**src/rtl/dma_channel_arbiter.sv**
```systemverilog
`default_nettype none
// ============================================================================
// Module      : dma_channel_arbiter
// Description : Four-channel round-robin front end for a single DMA_READ
//               engine. It grants one requesting channel at a time, latches
//               that channel's descriptor (source, destination, length) and
//               starts the engine. It then waits for the engine to finish and
//               reports completion, or an error, back to the channel.
//               A zero-length descriptor is rejected without starting the
//               engine. A transfer that sees no engine completion within
//               TIMEOUT cycles is abandoned and the engine is flushed.
// Revision    : 1.0 - initial release
// ----------------------------------------------------------------------------
// Parameters
//   TIMEOUT    WAIT cycles without done before the transfer is abandoned
//              (2..65535)
// Ports
//   clk        in   1    single clock, rising edge
//   rst        in   1    synchronous active-high reset
//   ch_req     in   4    per-channel request level, held until ch_ack
//   ch_src     in   128  channel n source address at [32n+31:32n]
//   ch_dest    in   128  channel n destination address at [32n+31:32n]
//   ch_len     in   24   channel n byte length at [6n+5:6n]
//   ch_ack     out  4    one-cycle descriptor-captured pulse
//   ch_done    out  4    one-cycle completion pulse
//   ch_err     out  4    one-cycle error pulse, coincident with ch_done
//   trigger    out  1    one-cycle engine start pulse
//   length     out  6    latched byte length to the engine
//   src_addr   out  32   latched source address to the engine
//   dest_addr  out  32   latched destination address to the engine
//   done       in   1    engine completion, only honoured in WAIT
//   eng_flush  out  1    one-cycle engine flush pulse on timeout
//   busy       out  1    high whenever a transfer is in progress
//   active_ch  out  2    current or most recent granted channel
// ============================================================================
module dma_channel_arbiter #(
    parameter int TIMEOUT = 1024
) (
    input  logic         clk,
    input  logic         rst,
    input  logic [3:0]   ch_req,
    input  logic [127:0] ch_src,
    input  logic [127:0] ch_dest,
    input  logic [23:0]  ch_len,
    output logic [3:0]   ch_ack,
    output logic [3:0]   ch_done,
    output logic [3:0]   ch_err,
    output logic         trigger,
    output logic [5:0]   length,
    output logic [31:0]  src_addr,
    output logic [31:0]  dest_addr,
    input  logic         done,
    output logic         eng_flush,
    output logic         busy,
    output logic [1:0]   active_ch
);

    // ------------------------------------------------------------------
    // State encoding
    // ------------------------------------------------------------------
    localparam logic [2:0] C_ST_IDLE     = 3'd0;
    localparam logic [2:0] C_ST_LAUNCH   = 3'd1;
    localparam logic [2:0] C_ST_WAIT     = 3'd2;
    localparam logic [2:0] C_ST_COMPLETE = 3'd3;
    localparam logic [2:0] C_ST_REJECT   = 3'd4;
    localparam logic [2:0] C_ST_TMO      = 3'd5;

    // Counter value on the last WAIT cycle before the transfer is abandoned
    localparam logic [15:0] C_CNT_LAST = 16'(TIMEOUT - 1);

    // ------------------------------------------------------------------
    // Registers and their next-state values
    // ------------------------------------------------------------------
    logic [2:0]  state_q,      state_d;
    logic [15:0] cnt_q,        cnt_d;
    logic [1:0]  last_grant_q, last_grant_d;
    logic [1:0]  active_ch_q,  active_ch_d;
    logic [5:0]  length_q,     length_d;
    logic [31:0] src_addr_q,   src_addr_d;
    logic [31:0] dest_addr_q,  dest_addr_d;
    logic [3:0]  ch_ack_q,     ch_ack_d;
    logic [3:0]  ch_done_q,    ch_done_d;
    logic [3:0]  ch_err_q,     ch_err_d;
    logic        trigger_q,    trigger_d;
    logic        eng_flush_q,  eng_flush_d;
    logic        busy_q,       busy_d;

    // ------------------------------------------------------------------
    // Round-robin grant search
    // ------------------------------------------------------------------
    // Candidates are visited from last_grant+1 upward with 2-bit wrap, so
    // the channel granted last has the lowest priority next time round.
    logic       w_grant_vld;
    logic [1:0] w_grant;

    always_comb begin
        w_grant_vld = 1'b0;
        w_grant     = last_grant_q;
        for (int k = 1; k <= 4; k++) begin
            if (!w_grant_vld && ch_req[last_grant_q + 2'(k)]) begin
                w_grant_vld = 1'b1;
                w_grant     = last_grant_q + 2'(k);
            end
        end
    end

    // Descriptor fields of the winning channel
    logic [5:0]  w_sel_len;
    logic [31:0] w_sel_src;
    logic [31:0] w_sel_dest;

    always_comb begin
        w_sel_len  = ch_len[5:0];
        w_sel_src  = ch_src[31:0];
        w_sel_dest = ch_dest[31:0];
        case (w_grant)
            2'd1: begin
                w_sel_len  = ch_len[11:6];
                w_sel_src  = ch_src[63:32];
                w_sel_dest = ch_dest[63:32];
            end
            2'd2: begin
                w_sel_len  = ch_len[17:12];
                w_sel_src  = ch_src[95:64];
                w_sel_dest = ch_dest[95:64];
            end
            2'd3: begin
                w_sel_len  = ch_len[23:18];
                w_sel_src  = ch_src[127:96];
                w_sel_dest = ch_dest[127:96];
            end
            default: begin
                w_sel_len  = ch_len[5:0];
                w_sel_src  = ch_src[31:0];
                w_sel_dest = ch_dest[31:0];
            end
        endcase
    end

    // ------------------------------------------------------------------
    // State register (also holds the registered outputs)
    // ------------------------------------------------------------------
    always_ff @(posedge clk) begin
        if (rst) begin
            state_q      <= C_ST_IDLE;
            cnt_q        <= '0;
            last_grant_q <= 2'd3;
            active_ch_q  <= '0;
            length_q     <= '0;
            src_addr_q   <= '0;
            dest_addr_q  <= '0;
            ch_ack_q     <= '0;
            ch_done_q    <= '0;
            ch_err_q     <= '0;
            trigger_q    <= 1'b0;
            eng_flush_q  <= 1'b0;
            busy_q       <= 1'b0;
        end else begin
            state_q      <= state_d;
            cnt_q        <= cnt_d;
            last_grant_q <= last_grant_d;
            active_ch_q  <= active_ch_d;
            length_q     <= length_d;
            src_addr_q   <= src_addr_d;
            dest_addr_q  <= dest_addr_d;
            ch_ack_q     <= ch_ack_d;
            ch_done_q    <= ch_done_d;
            ch_err_q     <= ch_err_d;
            trigger_q    <= trigger_d;
            eng_flush_q  <= eng_flush_d;
            busy_q       <= busy_d;
        end
    end

    // ------------------------------------------------------------------
    // Next-state logic
    // ------------------------------------------------------------------
    always_comb begin
        state_d      = state_q;
        cnt_d        = cnt_q;
        last_grant_d = last_grant_q;
        active_ch_d  = active_ch_q;
        length_d     = length_q;
        src_addr_d   = src_addr_q;
        dest_addr_d  = dest_addr_q;

        case (state_q)
            C_ST_IDLE: begin
                if (w_grant_vld) begin
                    last_grant_d = w_grant;
                    active_ch_d  = w_grant;
                    length_d     = w_sel_len;
                    src_addr_d   = w_sel_src;
                    dest_addr_d  = w_sel_dest;
                    state_d      = (w_sel_len != 6'd0) ? C_ST_LAUNCH : C_ST_REJECT;
                end
            end
            C_ST_LAUNCH: begin
                cnt_d   = '0;
                state_d = C_ST_WAIT;
            end
            C_ST_WAIT: begin
                // A completion on the final WAIT cycle takes priority over
                // the timeout.
                if (done) begin
                    state_d = C_ST_COMPLETE;
                end else if (cnt_q == C_CNT_LAST) begin
                    state_d = C_ST_TMO;
                end else begin
                    cnt_d = cnt_q + 16'd1;
                end
            end
            C_ST_COMPLETE,
            C_ST_REJECT,
            C_ST_TMO: begin
                state_d = C_ST_IDLE;
            end
            default: begin
                state_d = C_ST_IDLE;
            end
        endcase
    end

    // ------------------------------------------------------------------
    // Output logic
    // ------------------------------------------------------------------
    // Outputs are registered: their next values are decoded from the state
    // being entered, so each pulse lines up with that state's cycle.
    logic [3:0] w_grant_onehot;

    always_comb begin
        w_grant_onehot = 4'b0001 << active_ch_d;
        ch_ack_d       = '0;
        ch_done_d      = '0;
        ch_err_d       = '0;
        trigger_d      = 1'b0;
        eng_flush_d    = 1'b0;
        busy_d         = (state_d != C_ST_IDLE);
        case (state_d)
            C_ST_LAUNCH: begin
                trigger_d = 1'b1;
                ch_ack_d  = w_grant_onehot;
            end
            C_ST_COMPLETE: begin
                ch_done_d = w_grant_onehot;
            end
            C_ST_REJECT: begin
                ch_ack_d  = w_grant_onehot;
                ch_done_d = w_grant_onehot;
                ch_err_d  = w_grant_onehot;
            end
            C_ST_TMO: begin
                ch_done_d   = w_grant_onehot;
                ch_err_d    = w_grant_onehot;
                eng_flush_d = 1'b1;
            end
            default: begin
                ch_ack_d = '0;
            end
        endcase
    end

    assign ch_ack    = ch_ack_q;
    assign ch_done   = ch_done_q;
    assign ch_err    = ch_err_q;
    assign trigger   = trigger_q;
    assign length    = length_q;
    assign src_addr  = src_addr_q;
    assign dest_addr = dest_addr_q;
    assign eng_flush = eng_flush_q;
    assign busy      = busy_q;
    assign active_ch = active_ch_q;

endmodule
`default_nettype wire

```
**config.mk**
```make
export PLATFORM = sky130hd
export DESIGN_NAME = dma_channel_arbiter
export DESIGN_NICKNAME = d
export VERILOG_FILES = /design/src/rtl/dma_channel_arbiter.sv
export SDC_FILE = /design/constraint.sdc
export NUM_CORES = 1
export LEC_CHECK = 0
export ABC_AREA = 1
export CORE_AREA = 2 2 145 147
export DETAILED_ROUTE_END_ITERATION = 12
export DIE_AREA = 0 0 147 149
export GPL_TIMING_DRIVEN = 0
export PLACE_DENSITY = 0.77
export RECOVER_POWER = 50
export SETUP_SLACK_MARGIN = 0.05
export SLEW_MARGIN = 20
export SYNTH_ARGS = -nofsm -noshare
export SYNTH_HDL_FRONTEND = slang
export SYNTH_SLANG_ARGS = --single-unit
```
**constraint.sdc**
```tcl
create_clock -name clk -period 3.55 [get_ports clk]
set_clock_uncertainty 0.15 [all_clocks]
set_input_delay 0.8875 -clock clk [delete_from_list [all_inputs] [get_ports clk]]
set_output_delay 0.8875 -clock clk [all_outputs]
set_load 0.1 [all_outputs]
```
==> impl_results.md <==
- Crit path DAT: 3.45 ns
- WS Path Type: in2reg
- Slew Limit Headroom: 25.3%
- Setup TNS: 0 ns
- Critical R2R Capture: dest_addr[0]$_SDFFE_PP0P_
- R2r setup slk: approximately 0.71 ns
- First-pass GRT wire length: 42100 um
- Combinational power share: 76.4%
- Commonest cells post-synth: 256 x nand2_1, 108 x dfxtp_1, 77 x a21oi_1
- Final setup fails: 0
- Share of layout cells above drive strength 1: under 10%
- #FFs+latches synth: roughly 110
- Number of global-route vias before repair: 7598
- Crit path launch type: input port
- Die Ht: 149 um
- Final hold viol count: 0
- EDFF count, synth: 0
- WP data required: ~3.7 ns
- Largest net degree at the start of global routing: 21
- Syn_nets: between 1k and 1.5k
- H-tree depth: 3
- Post-synthesis sequential area ratio: 35.6%
- Die area: 21900 um^2
- Sw frac: between 60% and 70%
- Clk sinks: 108
- R2R depth: 13
- Async S/R FF share, synth: 0%
- Die X: between 100 and 150 um
- Synth unique cells: 45
- RSZ-0062 raised after global routing: false
- Final worst path period need: 3.32 ns
- Status: complete, no violations
- Power Density: 1150 nW/um^2
- Clock root buffer: clkbuf_16
- WL final: 28100 um
- Slew Limit Fails: 0
- Final Net Count: about 1.5k
- Core footprint: approximately 21000 um^2
- Remaining Overflow, GRT: 0
- # DRC: 0
- Worst Tran Pin Value: 1.12 ns
- Synthesized area per cell: 7.23 um^2
- Reg2reg start: last_grant_q[0]$_SDFFE_PP1P_
- Drt pass-1 iters: 4
- Internal power: 4.65 mW
- Hold_ws: 0.341 ns
- DRT iter0 DRCs: around 490
- CTS hold repair buffers: 0
- Max cap viols: 0
- Vias/cell: 5.13
- Final worst-path cycle share: 93.6%
- Most frequent cell after synthesis: nand2_1
- Starting Density: 29.6%
- Sw Pwr: 7.44 mW
- Maximum vdd drop: 0.415 mV
- Final instance count without filler cells: 1507
- Buffers inserted by post-CTS timing repair: 0
- Synth-to-Final Area Change: 72.5%
- Avg WL per Cell: 18.6 um
- Initial antenna violation count: 2
- Port buffer count: roughly 370
- CTS tree: built
- Post-route ant nets: 0
- Post-Synthesis Cells: roughly 840
- Worst Hold End: cnt_q[4]$_SDFFE_PP0P_
- Post-placement cell count: between 1k and 1.5k
- Overall power: 12.1 mW
- Clk_lat worst skew: 0.36 ns
- CTS max path bufs: 2
- CTS buffer count: 9
- Vias: 7727
- Post-route cell area: ~10000 um^2
- Top_reg_cell synth: dfxtp_1
- Number of synthesis warnings: 0
- FMAX: 301 MHz
- Hold_sp: cnt_q[3]$_SDFFE_PP0P_
- Top-area cell type share of the netlist area: about 36%
- HPWL after DPL: 22200 um
- Mapped Area: about 6100 um^2
- Max Fanout on Critical Path: 10
- Flop pwr share: between 10% and 20%
- Final GP Congestion: 0.898
- Placed cell area: 10200 um^2
- WHS Path Cells: 2
- Area leader, netlist: dfxtp_1
- Worst-path clk slew: roughly 0.08 ns
- # rows: 53
- Leak: 4.09 nW
- Share of power burned in the clock network: 8.7%
- Top area cells in the synthesized netlist: dfxtp_1 36%, nand2_1 16%, a21oi_1 6.3%
- Crit end category: register
- Global-route usage over all layers: 24.9%
- Num ports: between 300 and 400
- HP Class: reg2reg
worst max-delay path by stage:
stage | startpoint | to | cells past startpoint | slack [ns]
finish | ch_req[0] | dest_addr[0]$_SDFFE_PP0P_ | 12 | 0.23
global placement | ch_req[0] | dest_addr[0]$_SDFFE_PP0P_ | 15 | -0.48
global route | ch_req[1] | dest_addr[0]$_SDFFE_PP0P_ | 12 | 0.03
detailed placement | ch_req[0] | dest_addr[0]$_SDFFE_PP0P_ | 15 | -0.48
floorplan | ch_req[2] | src_addr[15]$_SDFFE_PP0P_ | 14 | 0.79
CTS | ch_req[0] | dest_addr[0]$_SDFFE_PP0P_ | 14 | 0.15
per-stage QoR:
stage	util, %	setup slack (ns)
final	51.0	0.226
after global routing	51.0	0.0316
after CTS	50.9	0.146
after detailed placement	49.4	-0.481
after global placement	49.4	-0.483
after floorplan	-	0.795
critical path, stage by stage:
cell	delay [ns]
clkdlybuf4s50_1	0.45
nand2_1	0.09
nand2_1	0.10
nand2_2	0.11
nand2_4	0.07
nor2_4	0.14
nand4_1	0.11
nand2_1	0.12
clkbuf_1	0.58
clkbuf_2	0.44
a21oi_1	0.17
a41oi_1	0.18
sequential cells by signal, indices dropped and copies added, names as in the netlist:
name,flops
last_grant_q,2
dest_addr,32
busy,1
src_addr,32
ch_ack,4
active_ch,2
state_q,3
eng_flush,1
cnt_q,16
ch_err,4
length,6
trigger,1
ch_done,4
layer usage:
layer,track usage (%),share of wire (%),vias to the layer above
li1,-,-,3703
met1,29.9,40,3607
met2,42.1,48,342
met3,5.32,6.7,75
met4,13.0,4.7,0
met5,0,0,-
area by class of cell:
class,count,area [um^2]
antenna,2,5.00
buffer,57,335
clock buffer,10,239
clock inverter,6,63.8
fill,2003,10100
inverter,47,184
multi-input combinational,629,3420
sequential,108,2160
tap,275,344
timing repair buffer,373,3730
placed cells by master, fill, tap and decap left out, drive strengths merged:
master         netlist  layout
ha                   1       1
a31o                 1       1
a21o                 1       1
a41oi               50      50
dlygate4sd3          0      79
inv                 47      50
a22o                 6       6
o211ai               8       8
diode                0       2
nand4               15      15
dfxtp              108     108
o21ai               72      72
nand3               41      41
nand2              269     269
nor2                35      35
clkdlybuf4s50        0     294
clkinvlp             0       1
buf                 28      25
clkbuf              29      42
xor2                 4       4
a211oi               3       3
nor4b                1       1
xnor2                1       1
a221oi              14      14
nor3                13      13
o21bai               1       1
a21oi               81      81
or2                  3       3
nor4                 5       5
nor3b                4       4
clkinv               0       2
repair_timing:
action                     in CTS  in global routing
pin swaps                       0                  0
setup endpoints to repair      14                 25
gates resized for setup         4                 14
power by group through the flow:
stage          sequential [mW]  clock, mW  combinational [mW]
3_5_place_dp              1.83          0                9.28
5_1_grt                   1.84       1.11                9.86
4_1_cts                   1.81       1.06                9.31
6_report                  1.80       1.05                9.24
2_1_floorplan             4.26          0                4.10
3_3_place_gp              1.81          0                9.19
cell families after synthesis:
| kind of cell | after synthesis | share of synthesized area [%] |
|---|---|---|
| DFF | 108 | 35.6 |
| and+or+nand+nor | 386 | 28.1 |
| adders and majority gates | 1 | 0.206 |
| xor gates and xnor gates | 5 | 0.721 |
| AOI/OAI and AO/OA | 237 | 27.2 |
| buffers and inverters | 104 | 8.28 |
Power figures use the tool's default switching activity.
